$ cat src/rtl/ps2_host_tx.sv
// PS/2 host-to-device command sender: inhibit, request-to-send, 8 data + parity + stop bits, ACK check.
// All outputs are registered. Line edges reach the FSM after a 2-flop synchronizer plus one edge-detect flop.
module ps2_host_tx #(
  parameter int INHIBIT_CYC = 5000,
  parameter int TIMEOUT_CYC = 750000
) (
  input  logic       clk,
  input  logic       reset,
  input  logic       send,
  input  logic [7:0] tx_data,
  input  logic       ps2_clk_in,
  input  logic       ps2_dat_in,
  output logic       ps2_clk_oe,
  output logic       ps2_dat_oe,
  output logic       busy,
  output logic       done,
  output logic       err
);
  localparam int IW = (INHIBIT_CYC > 1) ? $clog2(INHIBIT_CYC) : 1;

  typedef enum logic [2:0] {
    IDLE, INHIBIT, REQ, XFER, ACK, WAIT_IDLE, FINISH
  } state_t;

  state_t        state_q, state_d;
  logic          clk_s1_q, clk_s1_d, clk_s2_q, clk_s2_d, clk_prev_q, clk_prev_d;
  logic          dat_s1_q, dat_s1_d, dat_s2_q, dat_s2_d;
  logic [7:0]    data_q, data_d;
  logic          par_q, par_d;
  logic          err_flag_q, err_flag_d;
  logic [IW-1:0] inh_cnt_q, inh_cnt_d;
  logic [3:0]    fall_cnt_q, fall_cnt_d;
  logic [19:0]   tmo_cnt_q, tmo_cnt_d, tmo_nxt;
  logic          clk_oe_q, clk_oe_d, dat_oe_q, dat_oe_d;
  logic          busy_q, busy_d, done_q, done_d, err_q, err_d;
  logic          fall, counting, timeout;

  always_comb begin
    clk_s1_d   = ps2_clk_in;
    clk_s2_d   = clk_s1_q;
    clk_prev_d = clk_s2_q;
    dat_s1_d   = ps2_dat_in;
    dat_s2_d   = dat_s1_q;
    fall       = clk_prev_q & ~clk_s2_q;
    counting   = (state_q == REQ) || (state_q == XFER) ||
                 (state_q == ACK) || (state_q == WAIT_IDLE);
    tmo_nxt    = tmo_cnt_q + 20'd1;
    timeout    = counting && !fall && (tmo_nxt == 20'(TIMEOUT_CYC));

    state_d    = state_q;
    data_d     = data_q;
    par_d      = par_q;
    err_flag_d = err_flag_q;
    inh_cnt_d  = inh_cnt_q;
    fall_cnt_d = fall_cnt_q;
    clk_oe_d   = clk_oe_q;
    dat_oe_d   = dat_oe_q;
    busy_d     = busy_q;
    done_d     = 1'b0;
    err_d      = 1'b0;

    case (state_q)
      IDLE: begin
        if (send) begin
          data_d     = tx_data;
          par_d      = ~^tx_data;
          err_flag_d = 1'b0;
          busy_d     = 1'b1;
          clk_oe_d   = 1'b1;
          dat_oe_d   = 1'b0;
          inh_cnt_d  = '0;
          state_d    = INHIBIT;
        end
      end
      INHIBIT: begin
        inh_cnt_d = inh_cnt_q + IW'(1);
        if (inh_cnt_q == IW'(INHIBIT_CYC - 1)) begin
          dat_oe_d = 1'b1;
          state_d  = REQ;
        end
      end
      REQ: begin
        // Start bit stays driven (dat_oe=1) while the clock is handed to the device.
        clk_oe_d   = 1'b0;
        fall_cnt_d = '0;
        state_d    = XFER;
      end
      XFER: begin
        if (fall) begin
          fall_cnt_d = fall_cnt_q + 4'd1;
          case (fall_cnt_q)
            4'd8:    dat_oe_d = ~par_q;
            4'd9: begin
              dat_oe_d = 1'b0;
              state_d  = ACK;
            end
            default: dat_oe_d = ~data_q[fall_cnt_q[2:0]];
          endcase
        end
      end
      ACK: begin
        if (fall) begin
          err_flag_d = err_flag_q | dat_s2_q;
          state_d    = WAIT_IDLE;
        end
      end
      WAIT_IDLE: begin
        if (clk_s2_q && dat_s2_q) begin
          done_d  = 1'b1;
          err_d   = err_flag_q;
          busy_d  = 1'b0;
          state_d = FINISH;
        end
      end
      FINISH: state_d = IDLE;
      default: begin
        clk_oe_d = 1'b0;
        dat_oe_d = 1'b0;
        busy_d   = 1'b0;
        state_d  = IDLE;
      end
    endcase

    if (timeout) begin
      clk_oe_d   = 1'b0;
      dat_oe_d   = 1'b0;
      err_flag_d = 1'b1;
      done_d     = 1'b1;
      err_d      = 1'b1;
      busy_d     = 1'b0;
      state_d    = FINISH;
    end

    // Restart the timeout window on every device edge and on every state change.
    if (!counting || fall || (state_d != state_q)) tmo_cnt_d = '0;
    else                                           tmo_cnt_d = tmo_nxt;
  end

  always_ff @(posedge clk or negedge reset) begin
    if (!reset) begin
      state_q    <= IDLE;
      clk_s1_q   <= 1'b1;
      clk_s2_q   <= 1'b1;
      clk_prev_q <= 1'b1;
      dat_s1_q   <= 1'b1;
      dat_s2_q   <= 1'b1;
      data_q     <= '0;
      par_q      <= 1'b0;
      err_flag_q <= 1'b0;
      inh_cnt_q  <= '0;
      fall_cnt_q <= '0;
      tmo_cnt_q  <= '0;
      clk_oe_q   <= 1'b0;
      dat_oe_q   <= 1'b0;
      busy_q     <= 1'b0;
      done_q     <= 1'b0;
      err_q      <= 1'b0;
    end else begin
      state_q    <= state_d;
      clk_s1_q   <= clk_s1_d;
      clk_s2_q   <= clk_s2_d;
      clk_prev_q <= clk_prev_d;
      dat_s1_q   <= dat_s1_d;
      dat_s2_q   <= dat_s2_d;
      data_q     <= data_d;
      par_q      <= par_d;
      err_flag_q <= err_flag_d;
      inh_cnt_q  <= inh_cnt_d;
      fall_cnt_q <= fall_cnt_d;
      tmo_cnt_q  <= tmo_cnt_d;
      clk_oe_q   <= clk_oe_d;
      dat_oe_q   <= dat_oe_d;
      busy_q     <= busy_d;
      done_q     <= done_d;
      err_q      <= err_d;
    end
  end

  assign ps2_clk_oe = clk_oe_q;
  assign ps2_dat_oe = dat_oe_q;
  assign busy       = busy_q;
  assign done       = done_q;
  assign err        = err_q;

endmodule

$ cat config.mk
export PLATFORM = sky130hd
export DESIGN_NAME = ps2_host_tx
export DESIGN_NICKNAME = d
export VERILOG_FILES = /design/src/rtl/ps2_host_tx.sv
export SDC_FILE = /design/constraint.sdc
export NUM_CORES = 1
export LEC_CHECK = 0
export CAP_MARGIN = 20
export CELL_PAD_IN_SITES_DETAIL_PLACEMENT = 0
export CELL_PAD_IN_SITES_GLOBAL_PLACEMENT = 1
export CORE_MARGIN = 3
export CORE_UTILIZATION = 47
export CTS_CLUSTER_DIAMETER = 100
export DETAILED_ROUTE_END_ITERATION = 10
export PLACE_DENSITY = 0.79
export SETUP_SLACK_MARGIN = 0.3
export SYNTH_ARGS = -nofsm -noshare
export SYNTH_HDL_FRONTEND = slang
export SYNTH_SLANG_ARGS = --single-unit
$ cat constraint.sdc
create_clock -name clk -period 2.5 [get_ports clk]
set_input_delay 0.75 -clock clk [delete_from_list [all_inputs] [get_ports clk]]
set_output_delay 0.75 -clock clk [all_outputs]
set_load 0.02 [all_outputs]
## Yosys cells after proc, flatten, opt, wreduce, memory -nomap -nowiden

Index checks and enable logic that the tools add are counted.

| storage, ports and cells | value |
|---|---|
| output and inout port bits | 5 |
| bits in registers | 60 |
| bits of input ports | 13 |

| operators by class | value |
|---|---|
| reduce and logical (&&, ||, !) cells | 25 |
| $lt $le $gt $ge | 1 |
| add/subtract/negate cells | 3 |
| bitwise operators | 5 |
| equality and inequality tests | 21 |
| mux-type cells | 36 |

Operators by type and width:

| cell | count |
|---|---|
| $pmux W13 S2 | 1 |
| $mux W3 | 7 |
| $add A20 B1 Y20 const B | 1 |
| $eq A20 B20 Y1 const B | 1 |
| $mux W20 | 1 |
| $pmux W3 S6 | 1 |
| $mux W1 | 17 |
| $add A13 B1 Y13 const B | 1 |
| $eq A13 B13 Y1 const B | 1 |
| $mux W13 | 1 |
| $ne A3 B3 Y1 const B | 4 |
| $reduce_or A5 Y1 | 2 |
| $eq A3 B3 Y1 const B | 3 |
| $eq A4 B4 Y1 const B | 2 |
| $pmux W4 S2 | 1 |
| $reduce_and A2 Y1 | 4 |
| $reduce_xnor A8 Y1 | 1 |
| $eq A3 B2 Y1 const B | 2 |
| $ne A2 B1 Y1 const B | 3 |
| $pmux W1 S2 | 3 |
| $reduce_and A3 Y1 | 2 |
| $logic_or A1 B1 Y1 | 5 |
| $add A4 B1 Y4 const B | 1 |
| $lt A3 B4 Y1 const B | 1 |
| 18 further kinds | 25 |

## Logic depth before layout (Yosys ltp)

| logic depth | value |
|---|---|
| depth in word-level cells | 10 |
| depth in mapped cells | 9 |
| depth with buffers taken out | 8 |

## Worst setup path before layout

OpenSTA, ideal clock, no wires.

| timing | value |
|---|---|
| kind | register to register |
| from | register tmo_cnt_q[0] |
| to | register tmo_cnt_q[10] |
| data required time | 2.365 ns |
| library setup time | 0.135 ns |
| stages on the path, launching flop included | 9 |
| arrival | 2.146 ns |
| period minus slack after synthesis | 2.282 ns |
| path slack | 0.218 ns |
| path buffers | 1 |
| path through | dfrtp_1 ha_1 xnor2_1 o21ai_0 nor4_1 nand4b_4 nor4b_4 buf_6 nor3_1 |

| on the way | value |
|---|---|
| word-level cells in the longest chain between the ends | 7 |

RTL lines:

| what | RTL line | source |
|---|---|---|
| start, declared | 33 | `logic [19:0] tmo_cnt_q, tmo_cnt_d, tmo_nxt;` |
| start signal, assigned | 170 | `tmo_cnt_q <= tmo_cnt_d;` |
| $add A20 B1 Y20 (*) | 47 | `tmo_nxt = tmo_cnt_q + 20'd1;` |
| $eq A20 B20 Y1 | 48 | `timeout = counting && !fall && (tmo_nxt == 20'(TIMEOUT_CYC));` |
| $logic_and A1 B1 Y1 | 48 |  |
| $mux W3 | 124 | `if (timeout) begin` |
| $ne A3 B3 Y1 | 135 | `if (!counting \|\| fall \|\| (state_d != state_q)) tmo_cnt_d = '0;` |
| $logic_or A1 B1 Y1 | 135 |  |
| $mux W20 (*) | 135 |  |
| net tmo_cnt_d[10] | 33 |  |

The timed path passes the listed nets; every way through them passes the cells marked *.
A chain may end at the register's enable or synchronous reset.

## Worst setup path after layout

| timing | value |
|---|---|
| from | register tmo_cnt_q[5] |
| to | register state_q[1] |

| on the way | value |
|---|---|
| word-level cells in the longest chain between the ends | 4 |

RTL lines:

| what | RTL line | source |
|---|---|---|
| $add A20 B1 Y20 | 47 |  |
| $eq A20 B20 Y1 | 48 |  |
| $logic_and A1 B1 Y1 | 48 |  |
| $mux W3 | 124 |  |
| net state_d[1] | 25 | `state_t state_q, state_d;` |
| end signal, assigned | 159 | `state_q <= state_d;` |
| end, declared | 25 |  |

The timed path passes the listed nets, and every way through them passes these cells.

==> flow_summary.yaml <==
run_status:
  status: "finished clean"
finish:
  regArea_um2: 1518
  fillCellCount: 610
  syn2layout_area_growth_pct: 25.62
  fin_nets: 403
  fin_util_pct: 61.34
  drive_gt1_share_pct: 26.99
  multi_input_area_um2: 1863
  finalNonFillerCells: 485
  antenna_cells: 0
floorplanning:
  num_io_pins: 18
  fp.dieArea_um2: 8144
  die_h_um: 90.25
  core_area_um2: 6832
  start_util_pct: 48.83
  die_w_um: 90.25
  row_count: 30
sta:
  worst_pin_slew_ns: 0.5851
  finalClockSkew_ns: 0.006915
  finalHoldViolations: 0
  final.min_clock_period_ns: 2.301
  clock.fmax_ghz: 0.4346
  relSlewSlack_pct: 60.99
  slew_viol_final: 0
  final.period_utilization_pct: 92.04
  finalSetupTns_ns: 0
  setup_viol: 0
  postLayoutSetupSlackWorst_ns: 0.1990
  rsz0062_at_grt: "true"
worst_setup_path:
  required_ns: 2.70
  start_kind: "flop"
  cp_max_fo: 7
  rrSetupSlack_ns: 0.20
  critical_path_arrival_ns: 2.50
  path_class: "flop to flop"
  cp-end-kind: "flop"
synthesis:
  synth_edf_count: 0
  yosysWarnings: 0
  synthDistinctLibCells: 63
  synth_flop_cell: "dfrtp_1"
  synthArstFlopShare_pct: 100.0
  synth_seq_cells: 60
  syn_area_um2: 3336
  syn-instance-count: 336
  yosysSeqAreaShare_pct: 45.20
  synth_fp_nets: 355
  synth_area_per_cell_um2: 9.928
clock_network:
  cts.clk_slew.worst_paths_ns: 0.07
  htree_levels: 3
  post_cts_hold_buffer_count: 0
  cts_tree: "yes"
  clk_path_buf_depth: 2
  cts_made_buffers: 9
  cts_sinks: 60
  insertion_delay_ns: 0.34
  clockRootBuffer: "clkbuf_8"
drt:
  wl_per_cell_um: 16.34
  route.vias.total: 2724
  drc: 0
  wl_um: 7923
  drt_iter0_drc: 210
  viasPerCell: 5.616
  dr.pass1.iters: 4
  postRouteAntennaNets: 0
grt:
  grt_pass1_vias: 2672
  grt-ovfl-total: 0
  grt_max_degree: 26
  grt_pass1_wl_um: 13340
  grt_antenna_before_repair: 0
  track_usage_pct: 20.67
pwr:
  ir_drop_mv: 0.2876
  power-per-cell-area_nw_per_um2: 447.4
  fin_total_pwr_mw: 1.875
  p_leak_nw: 1.743
hold_path:
  min_path_type: "flop to flop"
place:
  gp_congestion: 0.8284
  dpl.hpwl_um: 5513
  dp_cells: 460
  preCtsSetupSlack_ns: 0.1338
  placement.io_buffers: 17
job:
  cap_violations: 0
[synth_stat cells (all sizes together), types with 3 or more instances]
cell type	number	area share, %
or2	3	0.56
nand4	7	1.5
ha	6	2.3
o21ai	27	4.2
nor2b	4	0.75
a31oi	3	0.56
xor2	5	1.3
dfstp	5	3.9
nor4	7	2.0
nor3	24	3.6
mux2	8	2.7
inv	10	1.1
a21oi	6	0.90
dfrtp	55	41
clkbuf	5	0.56
xnor2	21	5.5
or3	3	0.56
nand2b	4	0.75
nand3	21	3.6
o31ai	4	0.90
nor2	15	1.7
o211ai	5	1.3
and3	9	1.7
buf	8	1.6
nand2	35	3.9
mux2i	3	0.90
[registers in the layout (all words and copies together) (netlist names)]
name,count
tmo_cnt_q,20
inh_cnt_q,13
data_q,8
fall_cnt_q,4
state_q,3
busy,1
clk_prev_d,1
clk_prev_q,1
clk_s1_q,1
dat_s1_q,1
dat_s2_q,1
done,1
err,1
err_flag_q,1
par_q,1
ps2_clk_oe,1
ps2_dat_oe,1
[final cells by class]
class / count / share of cell area (%)
Multi-Input combinational cell: 253 / 44.46
Timing Repair Buffer: 50 / 11.08
Clock inverter: 5 / 0.8659
Tap cell: 96 / 2.867
Sequential cell: 60 / 36.22
Clock buffer: 11 / 3.613
Inverter: 10 / 0.8958
[power breakdown]
group	switching, mW	internal (mW)
clock	0.406	0.413
sequential	0.00321	0.978
combinational	0.0393	0.0357
total	0.448	1.43
[cells by family (layout without fill, tap and decap cells)]
logic type      count (synthesis)  after routing  share of synthesized area, %
buf+inv                        23             76                         3.301
xor+xnor                       26             26                         6.827
flops                          60             60                         45.20
compound gates                 59             59                         11.52
mux                            13             13                         4.951
simple gates                  149            149                         25.96
fa+ha+maj                       6              6                         2.251
[routing by layer]
layer	track usage [%]	routed length, um	part of all wire, %
met1	26.92	3546	45
met2	33.98	3956	50
met3	3.598	222	2.8
met4	8.801	197	2.5
met5	0	0	0
[repair_timing]
action | CTS | global route
setup buffers | 4 | 5
pin swaps | 6 | 7
endpoints found under the hold margin | 0 | 0
resized for setup | 16 | 19
endpoints found under the setup margin | 29 | 29
[worst paths after layout]
kind                              start       endpoint  cells after the start
max reg2reg                tmo_cnt_q[5]     state_q[1]                      7
max                        tmo_cnt_q[5]     state_q[1]                      7
min in group asynchronous         reset  tmo_cnt_q[13]                      1
min                            dat_s1_q       dat_s2_q                      0
min reg2reg                    dat_s1_q       dat_s2_q                      0
max in group asynchronous         reset   tmo_cnt_q[1]                      2
[cell usage in the layout, fill, tap and decap left out, types with 4 or more instances in the layout]
cell	instances
dfrtp_1	47
buf_4	24
nor3_1	21
xor2_1	5
nor4_1	4
nand2_1	35
o211ai_1	4
a21oi_1	5
clkdlybuf4s50_1	16
nand3_1	18
dfrtp_2	8
mux2_2	8
dfstp_2	5
buf_6	7
nor2_1	15
clkbuf_8	11
inv_1	10
nand4_1	6
and3_1	9
o21ai_0	25
xnor2_1	20
nor2b_1	4
ha_1	5
[per-stage QoR]
| step | instance area (um2) | hold slack, ns |
|---|---|---|
| after CTS | 4071 | 0.3588 |
| after detailed placement | 3787 | 0.3487 |
| after global placement | 3787 | 0.3462 |
| final | 4190 | 0.3586 |
| after global routing | 4190 | 0.3665 |
| after floorplan | 3369 | 0.3452 |
[worst max-delay path: stages, from the launching register on]
cell and delay (ns):
dfrtp_1 0.49, and3_1 0.24, nand2_1 0.11, or4_1 0.55
o211ai_2 0.14, nor4b_4 0.10, buf_6 0.15, or3_1 0.38
Note: power is estimated with default switching activity, not from simulation.
